===== src/rtl/alu_operand_stage.sv =====
// Operand stage ahead of the ALU: resolves forwarding/immediate select and
// holds results in a two-entry skid buffer so downstream stalls never reach decode combinationally.
module alu_operand_stage #(
  parameter int DATA_WIDTH = 32,
  parameter int OP_WIDTH   = 4,
  parameter int ADDR_WIDTH = 5
) (
  input  logic                  i_clock,
  input  logic                  i_reset,
  input  logic                  i_flush,
  input  logic                  i_valid,
  output logic                  o_ready,
  input  logic [OP_WIDTH-1:0]   i_op,
  input  logic [ADDR_WIDTH-1:0] i_rs1Addr,
  input  logic [ADDR_WIDTH-1:0] i_rs2Addr,
  input  logic [DATA_WIDTH-1:0] i_rs1Data,
  input  logic [DATA_WIDTH-1:0] i_rs2Data,
  input  logic [DATA_WIDTH-1:0] i_imm,
  input  logic                  i_useImm,
  input  logic [ADDR_WIDTH-1:0] i_rdAddr,
  input  logic                  i_fwdExValid,
  input  logic [ADDR_WIDTH-1:0] i_fwdExAddr,
  input  logic [DATA_WIDTH-1:0] i_fwdExData,
  input  logic                  i_fwdWbValid,
  input  logic [ADDR_WIDTH-1:0] i_fwdWbAddr,
  input  logic [DATA_WIDTH-1:0] i_fwdWbData,
  output logic                  o_valid,
  input  logic                  i_ready,
  output logic [OP_WIDTH-1:0]   o_op,
  output logic [DATA_WIDTH-1:0] o_dataA,
  output logic [DATA_WIDTH-1:0] o_dataB,
  output logic [ADDR_WIDTH-1:0] o_rdAddr
);

  typedef enum logic [1:0] {
    ST_EMPTY = 2'd0,
    ST_ONE   = 2'd1,
    ST_FULL  = 2'd2
  } state_e;

  // EX/MEM result beats MEM/WB; x0 always reads the register file value.
  function automatic logic [DATA_WIDTH-1:0] resolve_src(
    input logic [ADDR_WIDTH-1:0] addr,
    input logic [DATA_WIDTH-1:0] rf_data,
    input logic                  ex_valid,
    input logic [ADDR_WIDTH-1:0] ex_addr,
    input logic [DATA_WIDTH-1:0] ex_data,
    input logic                  wb_valid,
    input logic [ADDR_WIDTH-1:0] wb_addr,
    input logic [DATA_WIDTH-1:0] wb_data
  );
    logic [DATA_WIDTH-1:0] res;
    if (addr == '0) begin
      res = rf_data;
    end else if (ex_valid && (ex_addr == addr)) begin
      res = ex_data;
    end else if (wb_valid && (wb_addr == addr)) begin
      res = wb_data;
    end else begin
      res = rf_data;
    end
    return res;
  endfunction

  state_e                  state_q, state_d, state_fsm_s;
  logic                    valid_q, valid_d;
  logic                    ready_q, ready_d;
  logic [OP_WIDTH-1:0]     main_op_q, main_op_d, skid_op_q, skid_op_d;
  logic [DATA_WIDTH-1:0]   main_a_q, main_a_d, skid_a_q, skid_a_d;
  logic [DATA_WIDTH-1:0]   main_b_q, main_b_d, skid_b_q, skid_b_d;
  logic [ADDR_WIDTH-1:0]   main_rd_q, main_rd_d, skid_rd_q, skid_rd_d;
  logic                    in_s, out_s;
  logic [DATA_WIDTH-1:0]   new_a_s, new_b_s;

  assign in_s  = i_valid & ready_q;
  assign out_s = valid_q & i_ready;

  // Operand resolution for the op currently offered by decode.
  always_comb begin
    new_a_s = resolve_src(i_rs1Addr, i_rs1Data, i_fwdExValid, i_fwdExAddr, i_fwdExData,
                          i_fwdWbValid, i_fwdWbAddr, i_fwdWbData);
    if (i_useImm) begin
      new_b_s = i_imm;
    end else begin
      new_b_s = resolve_src(i_rs2Addr, i_rs2Data, i_fwdExValid, i_fwdExAddr, i_fwdExData,
                            i_fwdWbValid, i_fwdWbAddr, i_fwdWbData);
    end
  end

  // Skid-buffer next state and entry updates; flush overrides any transfer.
  always_comb begin
    state_fsm_s = state_q;
    main_op_d   = main_op_q;
    main_a_d    = main_a_q;
    main_b_d    = main_b_q;
    main_rd_d   = main_rd_q;
    skid_op_d   = skid_op_q;
    skid_a_d    = skid_a_q;
    skid_b_d    = skid_b_q;
    skid_rd_d   = skid_rd_q;
    case (state_q)
      ST_EMPTY: begin
        if (in_s) begin
          state_fsm_s = ST_ONE;
          main_op_d   = i_op;
          main_a_d    = new_a_s;
          main_b_d    = new_b_s;
          main_rd_d   = i_rdAddr;
        end else begin
          state_fsm_s = ST_EMPTY;
        end
      end
      ST_ONE: begin
        if (in_s && !out_s) begin
          state_fsm_s = ST_FULL;
          skid_op_d   = i_op;
          skid_a_d    = new_a_s;
          skid_b_d    = new_b_s;
          skid_rd_d   = i_rdAddr;
        end else if (in_s && out_s) begin
          state_fsm_s = ST_ONE;
          main_op_d   = i_op;
          main_a_d    = new_a_s;
          main_b_d    = new_b_s;
          main_rd_d   = i_rdAddr;
        end else if (out_s) begin
          state_fsm_s = ST_EMPTY;
        end else begin
          state_fsm_s = ST_ONE;
        end
      end
      ST_FULL: begin
        if (out_s) begin
          state_fsm_s = ST_ONE;
          main_op_d   = skid_op_q;
          main_a_d    = skid_a_q;
          main_b_d    = skid_b_q;
          main_rd_d   = skid_rd_q;
        end else begin
          state_fsm_s = ST_FULL;
        end
      end
      default: begin
        state_fsm_s = ST_EMPTY;
      end
    endcase

    if (i_flush) begin
      state_d   = ST_EMPTY;
      skid_op_d = '0;
      skid_a_d  = '0;
      skid_b_d  = '0;
      skid_rd_d = '0;
    end else begin
      state_d = state_fsm_s;
    end

    valid_d = (state_d != ST_EMPTY);
    ready_d = (state_d != ST_FULL);
  end

  // State, handshake flags and both buffer entries.
  always_ff @(posedge i_clock or negedge i_reset) begin
    if (!i_reset) begin
      state_q   <= ST_EMPTY;
      valid_q   <= 1'b0;
      ready_q   <= 1'b1;
      main_op_q <= '0;
      main_a_q  <= '0;
      main_b_q  <= '0;
      main_rd_q <= '0;
      skid_op_q <= '0;
      skid_a_q  <= '0;
      skid_b_q  <= '0;
      skid_rd_q <= '0;
    end else begin
      state_q   <= state_d;
      valid_q   <= valid_d;
      ready_q   <= ready_d;
      main_op_q <= main_op_d;
      main_a_q  <= main_a_d;
      main_b_q  <= main_b_d;
      main_rd_q <= main_rd_d;
      skid_op_q <= skid_op_d;
      skid_a_q  <= skid_a_d;
      skid_b_q  <= skid_b_d;
      skid_rd_q <= skid_rd_d;
    end
  end

  assign o_valid  = valid_q;
  assign o_ready  = ready_q;
  assign o_op     = main_op_q;
  assign o_dataA  = main_a_q;
  assign o_dataB  = main_b_q;
  assign o_rdAddr = main_rd_q;

endmodule


===== config.mk =====
export PLATFORM = sky130hd
export DESIGN_NAME = alu_operand_stage
export DESIGN_NICKNAME = d
export VERILOG_FILES = /design/src/rtl/alu_operand_stage.sv
export SDC_FILE = /design/constraint.sdc
export NUM_CORES = 1
export LEC_CHECK = 0
export BUFFER_PORTS_ARGS = -buffer_cell sky130_fd_sc_hd__buf_2
export CAP_MARGIN = 15
export CELL_PAD_IN_SITES_DETAIL_PLACEMENT = 0
export CELL_PAD_IN_SITES_GLOBAL_PLACEMENT = 2
export CORE_MARGIN = 3
export CORE_UTILIZATION = 31
export DETAILED_ROUTE_END_ITERATION = 8
export PLACE_DENSITY_LB_ADDON = 0.08
export RECOVER_POWER = 50
export SLEW_MARGIN = 20
export SYNTH_ARGS = -nofsm -noshare
export SYNTH_HDL_FRONTEND = slang
export SYNTH_SLANG_ARGS = --single-unit

===== constraint.sdc =====
create_clock -name i_clock -period 2.9 [get_ports i_clock]
set_clock_uncertainty 0.05 [all_clocks]
set_input_delay 0.435 -clock i_clock [delete_from_list [all_inputs] [get_ports i_clock]]
set_output_delay 0.435 -clock i_clock [all_outputs]
set_load 0.005 [all_outputs]

==> reports/metrics.yaml, run 1 <==
outcome:
  violations: "max-capacitance violations, max-slew violations"
  status: "finished, violations left"
setup_path:
  crit_family: "buffers and inverters"
  cp_num_buf_inv: 3
  cp_slowest_cell: "clkbuf_2"
  critPathMaxStageDelay_ps: 1270
  crit_path_end_kind: "async pin"
  crit_type: "input pin to async pin"
  cp_max_fo: 64
  worstPathRequired_ps: 3390
  crit_path_start_kind: "input pin"
  cp.arrival_ps: 2770
  crit_chain: "dlygate4sd3_1, clkbuf_2, buf_4"
place:
  gp_congestion: 0.816
  place_area_mm2: 0.0107
  post-place-ws_ps: 348
  io_buffers: 271
  dp_hpwl_um: 23800
synthesis:
  synth_most_common_cell: "dfrtp_1"
  syn_avg_cell_area_um2: 9.60
  syn_area_mm2: 0.00883
  synth_cells: 920
  async_flop_share_pct: 100
  syn_nets: 1119
  synth_edf_count: 0
  synth_top_area_cell: "dfrtp_1"
  synthTopCellsByArea: "dfrtp_1, o31ai_1, mux2i_1"
  synth.ff_latch_count: 150
  yosysWarnings: 0
  yosys.area.top_type_share_pct: 42.2
  ys_seq_area_share_pct: 42.5
  netlist-cell-type-count: 40
  synth-main-ff-cell: "dfrtp_1"
  yosys-top-cells-count: "dfrtp_1, o31ai_1, nand2_1"
power:
  ir_drop_mv: 0.346
  leakagePower_uw: 0.00506
  power_frac_seq_pct: 40.5
  power_switching_uw: 2050
  switching_share_pct: 32.2
  internal-power_uw: 4320
  p_total_uw: 6380
  clockPowerShare_pct: 36.7
  p_per_area_mw_per_mm2: 569
  combPwrFrac_pct: 22.8
cells_and_area:
  fill_cells: 2942
  fin_area_mm2: 0.0112
  final_nets: 1359
  area_growth_pct: 26.9
  drive_above_1_share_pct: 29.4
timing:
  setup_tns_ps: 0
  setup_ws_ps: 613
  slew_headroom_pct: -22.0
  rsz0062_at_grt: "false"
  fmax_ghz: 0.437
  setup_viol: 0
  finalHoldViolCount: 0
  worstMarginPinSlew_ps: 1830
  finalCritPeriodShare_pct: 78.9
  slew_viol_final: 65
  fin_crit_ps: 2290
clocking:
  post_cts_resize_count: 0
  clockBufferDepth: 2
  cts_root_buf: "clkbuf_16"
  clk_latency_ps: 430
  clk_pin_slew_ps: 70
  htree_num_levels: 4
  cts_sinks: 150
  tritoncts: "built"
  cts_buffers: 17
floorplan:
  chipHeight_um: 175
  die_w_um: 175
  io_pins: 272
  row_count: 61
  core_mm2: 0.0279
  start_util_pct: 31.6
  dieArea_mm2: 0.0306
drt:
  drt-initial-drc-count: 410
  wl_per_cell_um: 22.1
  dr_total_vias: 8204
  drc: 0
  first_pass_iters: 4
  antenna_left: 0
  finalWirelength_um: 34300
  viasPerCell: 5.29
global_route:
  grt_max_degree: 65
  grt_pass1_wl_um: 52500
  overflow: 0
  grt_usage_pct: 22.3
  grt_pass1_vias: 8763
  antenna_found_initial: 0
flow_run:
  max_cap_violations: 1
hold_path:
  hold_class: "input pin to register"
[placed cells by master, fill, tap and decap left out, types with 33 or more instances in the layout]
master,Yosys,routed
nand2_1,122,120
and2_1,67,66
mux2i_1,64,64
nand2b_1,33,33
nor3_1,33,33
clkbuf_1,66,38
a21oi_1,35,35
inv_1,34,34
buf_2,11,233
dfrtp_1,149,149
o31ai_1,128,128
[what timing repair did]
action / in CTS / in global routing
hold buffers: 1 / 0
buffers inserted: 0 / 0
hold endpoints to repair: 2 / 0
[through the flow]
stage          cells  hold WS [ps]  util, %
5_1_grt         1551           196     40.1
4_1_cts         1551           178     40.3
3_5_place_dp    1518           407     38.1
6_report        1552           203     40.1
2_1_floorplan    920          89.4        -
3_3_place_gp    1518           403     38.1
[per-layer routing]
metal / wire [um] / vias up / track usage, %
li1: - / 3886 / -
met4: 524 / 0 / 5.82
met2: 16300 / 261 / 36.7
met1: 15500 / 4026 / 30.0
met5: 0 / - / 0
met3: 2000 / 31 / 4.56
[power by group through the flow]
stage	clock [uW]	sequential [uW]	combinational [uW]
floorplan	0	2610	705
global placement	0	2620	1520
detailed placement	0	2630	1520
CTS	2390	2590	1520
global route	2460	2630	1610
finish	2340	2590	1450
[worst paths after layout]
kind,start,to,slack (ps),cells after the start
min in group asynchronous,i_reset,o_dataB[14],960,2
worst max-delay path,i_reset,o_ready,610,3
max in group i_clock,o_valid,o_dataB[8],620,8
worst max register to register,o_valid,o_dataB[8],620,8
worst min-delay path,i_rdAddr[0],skid_rd_q[0],200,2
worst min register to register,skid_a_q[22],skid_a_q[22],420,2
[cell families after synthesis]
kind of cell / after synthesis / share of synthesized area, %
AO/OA/AOI/OAI: 283 / 26.1
XOR/XNOR: 20 / 1.98
adder cells (fa/ha/maj): 2 / 0.283
buffers and inverters: 118 / 5.93
flip-flops: 150 / 42.5
multiplexers: 64 / 7.25
AND/OR/NAND/NOR: 283 / 15.9
[state kept, by name, indices dropped and copies added, names as in the netlist]
name and cells:
skid_a_q 32, state_q 2, o_dataB 32, o_valid 1, skid_rd_q 5, o_dataA 32, o_rdAddr 5, o_ready 1
skid_b_q 32, o_op 4, skid_op_q 4
[area by class of cell]
cell class                 count  area (um2)  share of cell area [%]
timing repair buffer         305        1640                    14.6
tap                          378         473                    4.22
clock buffer                  17         425                    3.79
antenna                        1        2.50                  0.0223
multi-input combinational    652        4610                    41.1
sequential                   150        3750                    33.5
clock inverter                15         184                    1.64
inverter                      34         128                    1.14
No activity file was read; power rests on OpenSTA's default activity.
==> inputs of run 2 (changes only) <==
Settings changed: ABC_AREA set to 1, CORE_UTILIZATION 31 to 27.
Clock period 2.9 ns to 2.3 ns, I/O delays scaled along.
==> reports/metrics.yaml, run 2 <==
clocking:
  clk_latency_ps: 430
  cts_buffers: 17
  htree_num_levels: 4
  cts_root_buf: "clkbuf_16"
  clk_pin_slew_ps: 60
  tritoncts: "built"
  post_cts_buffers: 0
  cts_sinks: 150
  clockBufferDepth: 2
  post_cts_resize_count: 0
timing:
  worstMarginPinSlew_ps: 1190
  finalCritPeriodShare_pct: 90.1
  fin_crit_ps: 2070
  rsz0062_at_grt: "false"
  finalHoldViolCount: 0
  setup_tns_ps: 0
  slew_viol_final: 0
  fmax_ghz: 0.483
  setup_viol: 0
  setup_ws_ps: 228
  slew_headroom_pct: 20.9
synthesis:
  synthTopCellsByArea: "dfrtp_1, nand2_1, nor2_1"
  synth-main-ff-cell: "dfrtp_1"
  syn_avg_cell_area_um2: 6.18
  synth_edf_count: 0
  synth_top_area_cell: "dfrtp_1"
  yosys-top-cells-count: "nand2_1, nor2_1, nand3_1"
  yosysWarnings: 0
  syn_nets: 1770
  syn_area_mm2: 0.00971
  synth_cells: 1571
  yosys.area.top_type_share_pct: 38.4
  synth_most_common_cell: "nand2_1"
  ys_seq_area_share_pct: 38.7
  synth.ff_latch_count: 150
  netlist-cell-type-count: 31
  async_flop_share_pct: 100
cells_and_area:
  final_common_cell: "nand2_1"
  layout_common_cells: "nand2_1, nor2_1, buf_2, nand3_1, dfrtp_1"
  drive_above_1_share_pct: 19.2
  multi_input_area_mm2: 0.00505
  final_nets: 2014
  area_growth_pct: 27.9
  seqCellArea_mm2: 0.00375
  fill_cells: 3951
  final_cells: 2281
global_route:
  antenna_found_initial: 2
  overflow: 0
  grt_pass1_wl_um: 60400
  grt_usage_pct: 20.2
  grt_max_degree: 74
  grt_pass1_vias: 10396
floorplan:
  row_count: 68
  core_mm2: 0.0350
  die_w_um: 196
  start_util_pct: 27.8
  chipHeight_um: 196
  io_pins: 272
  dieArea_mm2: 0.0383
power:
  leakagePower_uw: 0.00740
  p_total_uw: 8690
  p_per_area_mw_per_mm2: 699
  ir_drop_mv: 0.550
setup_path:
  cp_slowest_cell: "dfstp_2"
  crit_path_start_kind: "register"
  cp_max_fo: 16
  r2r-start: "o_ready"
  cpMostUsedCell: "nand2_1"
  crit_path_end_kind: "register"
  critPathLaunch: "o_ready"
  critPathMaxStageDelay_ps: 370
  crit_type: "register to register"
  cp.arrival_ps: 2400
  crit_chain: "nand2_1, inv_1, ha_1, nand3_1, inv_2, a21oi_2, inv_2, nor2_4, clkinv_2, buf_12, buf_4, nor2_1, nand2_1, nand2_1"
  worstPathRequired_ps: 2620
drt:
  drc: 0
  dr_total_vias: 10360
  antenna_left: 0
  first_pass_iters: 5
  finalWirelength_um: 38600
  viasPerCell: 4.54
  drt-initial-drc-count: 539
  wl_per_cell_um: 16.9
outcome:
  status: "finished, final reports clean"
hold_path:
  hold_class: "input pin to register"
  hold_start: "i_op[2]"
place:
  io_buffers: 271
  dp_hpwl_um: 28100
  gp_congestion: 0.836
  placed_cells: 2250
  post-place-ws_ps: 149
flow_run:
  max_cap_violations: 0
==> run 2: changes by cell type after synthesis, moves of 52 or more <==
cell	previous run	this run
nor2_1	12	254
inv_1	34	142
nand2_1	122	600
and2_1	67	0
nand3_1	0	163
mux2i_1	64	0
o31ai_1	128	0
a21oi_1	35	87
==> run 2: metal layers <==
metal  track usage, %  share of wire [%]  up-vias
met5                0                  0        -
met4             5.41                1.7        0
met3             2.90                4.1       29
met2             31.0                 44      238
met1             29.6                 50     4738
li1                 -                  -     5355
==> run 2: metrics by stage <==
step	utilization, %	instance area [um2]	hold WS (ps)
6_report	35.5	12400	89.6
5_1_grt	35.5	12400	88.1
2_1_floorplan	-	9710	-0.591
3_3_place_gp	34.0	11900	251
3_5_place_dp	34.0	11900	252
4_1_cts	35.6	12500	54.7
==> run 2: what timing repair did <==
| item | in CTS | in global routing |
|---|---|---|
| hold buffers | 1 | 0 |
| setup endpoints to repair | 0 | 0 |
| endpoints found under the hold margin | 34 | 0 |
==> run 2: cell families (layout without fill, tap and decap cells) <==
| family | after synthesis | count (layout) | synth area share [%] |
|---|---|---|---|
| adders and majority gates | 2 | 2 | 0.258 |
| xor gates and xnor gates | 4 | 4 | 0.361 |
| other | 0 | 1 | 0 |
| AOI/OAI and AO/OA | 120 | 120 | 6.79 |
| buffers and inverters | 242 | 496 | 9.90 |
| and+or+nand+nor | 1053 | 1053 | 44.0 |
| DFF | 150 | 150 | 38.7 |
==> run 2: power breakdown <==
group	internal [uW]	switching, uW	total, uW	leakage (uW)
logic	1030	1520	2550	0.00521
clock network	1550	1130	2680	0.000267
registers	3150	302	3460	0.00192
total	5740	2950	8690	0.00740
==> run 2: final cells by class <==
cell class | instances | share of cell area, %
flip-flops and latches | 150 | 30.2
clock inverters | 8 | 0.624
multi-input cells | 1179 | 40.6
inverters | 151 | 4.59
repair buffers | 316 | 15.5
well taps | 455 | 4.58
clock buffers | 21 | 3.79
diodes | 1 | 0.0201
==> run 2: path summary, 6_finish.rpt <==
check                               end  slack, ps  cells past startpoint
min in group asynchronous   o_rdAddr[3]        630                      2
max in group asynchronous    o_dataA[8]        360                      3
max reg2reg                  o_dataB[5]        230                     14
min reg2reg                skid_op_q[1]        420                      2
max                          o_dataB[5]        230                     14
min                        skid_op_q[2]         90                      3
==> run 2: critical path, delay by kind of cell, from the launching register on <==
| kind | cells | cell delay, ps |
|---|---|---|
| flops | 1 | 370 |
| buf+inv | 6 | 700 |
| fa+ha+maj | 1 | 200 |
| compound gates | 1 | 160 |
| simple gates | 6 | 520 |
==> inputs of run 3 (changes only) <==
Settings changed: PLACE_DENSITY set to 0.85, PLACE_DENSITY_LB_ADDON 0.08 to unset.
==> reports/metrics.yaml, run 3 (synthesized netlist as in run 2, its figures left out) <==
place:
  io_buffers: 271
  gp_congestion: 0.884
  dp_hpwl_um: 26800
floorplan:
  row_count: 68
  io_pins: 272
  die_w_um: 196
  start_util_pct: 27.8
  core_mm2: 0.0350
  chipHeight_um: 196
  dieArea_mm2: 0.0383
timing:
  fmax_ghz: 0.477
  slew_headroom_pct: -3.72
  finalHoldViolCount: 0
  fin_crit_ps: 2100
  setup_viol: 0
  setup_tns_ps: 0
  rsz0062_at_grt: "false"
  finalCritPeriodShare_pct: 91.1
  worstMarginPinSlew_ps: 1560
  slew_viol_final: 55
hold_path:
  hold_start: "i_op[2]"
  hold_class: "input pin to register"
setup_path:
  crit_chain: "nand2_1, inv_1, ha_1, nand3_1, inv_2, a21oi_2, inv_2, nor2_4, clkinv_2, buf_12, nor2_1, nand2_1, nand2_1"
  critPathLaunch: "o_ready"
  cp_max_fo: 61
  cp.arrival_ps: 2370
  r2r-start: "o_ready"
  critPathMaxStageDelay_ps: 520
  crit_path_end_kind: "register"
  cp_slowest_cell: "dfstp_2"
  rrSetupSlack_ps: 200
  crit_type: "register to register"
  crit_path_start_kind: "register"
  worstPathRequired_ps: 2580
  cpMostUsedCell: "nand2_1"
drt:
  dr_total_vias: 10573
  dr_wl_met2_um: 16500
  antenna_left: 0
  highest_layer: "met5"
  wl_per_cell_um: 16.6
  finalWirelength_um: 37800
  drc: 0
  wl_met1_um: 18600
  viasPerCell: 4.64
  first_pass_iters: 5
  drt-initial-drc-count: 769
  dr_wl_met3_um: 1950
global_route:
  antenna_found_initial: 6
  overflow: 0
  grt_pass1_wl_um: 58600
  grt_max_degree: 74
  grt_pass1_vias: 10142
  grt_usage_pct: 19.5
cells_and_area:
  final_core_util_pct: 35.2
  area_growth_pct: 26.5
  final_common_cell: "nand2_1"
  drive_above_1_share_pct: 18.7
  final_nets: 2005
  layout_common_cells: "nand2_1, nor2_1, buf_2, nand3_1, dfrtp_1"
clocking:
  cts_sinks: 150
  post_cts_buffers: 0
  tritoncts: "built"
  clk_pin_slew_ps: 70
  htree_num_levels: 4
  post_cts_resize_count: 0
  clockBufferDepth: 2
  clk_latency_ps: 430
  cts_hold_buffers: 1
  cts_root_buf: "clkbuf_16"
  cts_buffers: 17
outcome:
  status: "finished, violations left"
  violations: "max-capacitance violations, max-slew violations"
power:
  ir_drop_mv: 0.496
  leakagePower_uw: 0.00732
  p_per_area_mw_per_mm2: 710
flow_run:
  max_cap_violations: 1
[run 3: cell types whose count changed in the layout (fill, tap and decap cells not counted), sizes merged]
cell    delta
inv        +5
buf       -13
diode      +3
clkbuf     +4
clkinv     -2
[run 3: final cells by class]
class / count / area, um2
Antenna cell: 4 / 10.0
Clock buffer: 21 / 460
Clock inverter: 11 / 116
Fill cell: 3893 / 22700
Inverter: 151 / 571
Multi-Input combinational cell: 1179 / 5050
Sequential cell: 150 / 3750
Tap cell: 455 / 569
Timing Repair Buffer: 307 / 1760
[run 3: stage by stage]
step                      area [um2]  power [uW]  hold slack (ps)  std cells  setup WS, ps
after CTS                      12300        8900             59.7       2274           223
after detailed placement       11700        6030              324       2241           167
after floorplan                 9710        4740           -0.591       1571           438
after global routing           12300        9320             70.5       2278          50.4
final                          12300        8730             84.8       2278           204
after global placement         11700        6010              323       2241           223
[run 3: worst paths after layout]
check | cells after the start | endpoint
min | 3 | skid_op_q[2]
max | 13 | o_dataB[8]
min reg2reg | 2 | skid_op_q[1]
max reg2reg | 13 | o_dataB[8]
min in group asynchronous | 2 | skid_a_q[20]
max in group asynchronous | 3 | skid_a_q[31]
[run 3: metal layers]
metal  vias up  GRT usage (%)
met2       304           29.9
li1       5349              -
met5         -              0
met4         2           4.99
met1      4882           28.4
met3        36           3.43
[run 3: worst max-delay path, delay by kind of cell, from the launching register on]
family,cells,cell delay [ps]
buf+inv,5,650
flops,1,520
fa+ha+maj,1,160
simple gates,6,470
compound gates,1,50
[run 3: power by group]
group | internal (uW) | total, uW | switching, uW | leakage (uW)
Combinational | 954 | 2460 | 1510 | 0.00513
Sequential | 3150 | 3460 | 309 | 0.00192
Clock | 1570 | 2810 | 1230 | 0.000279
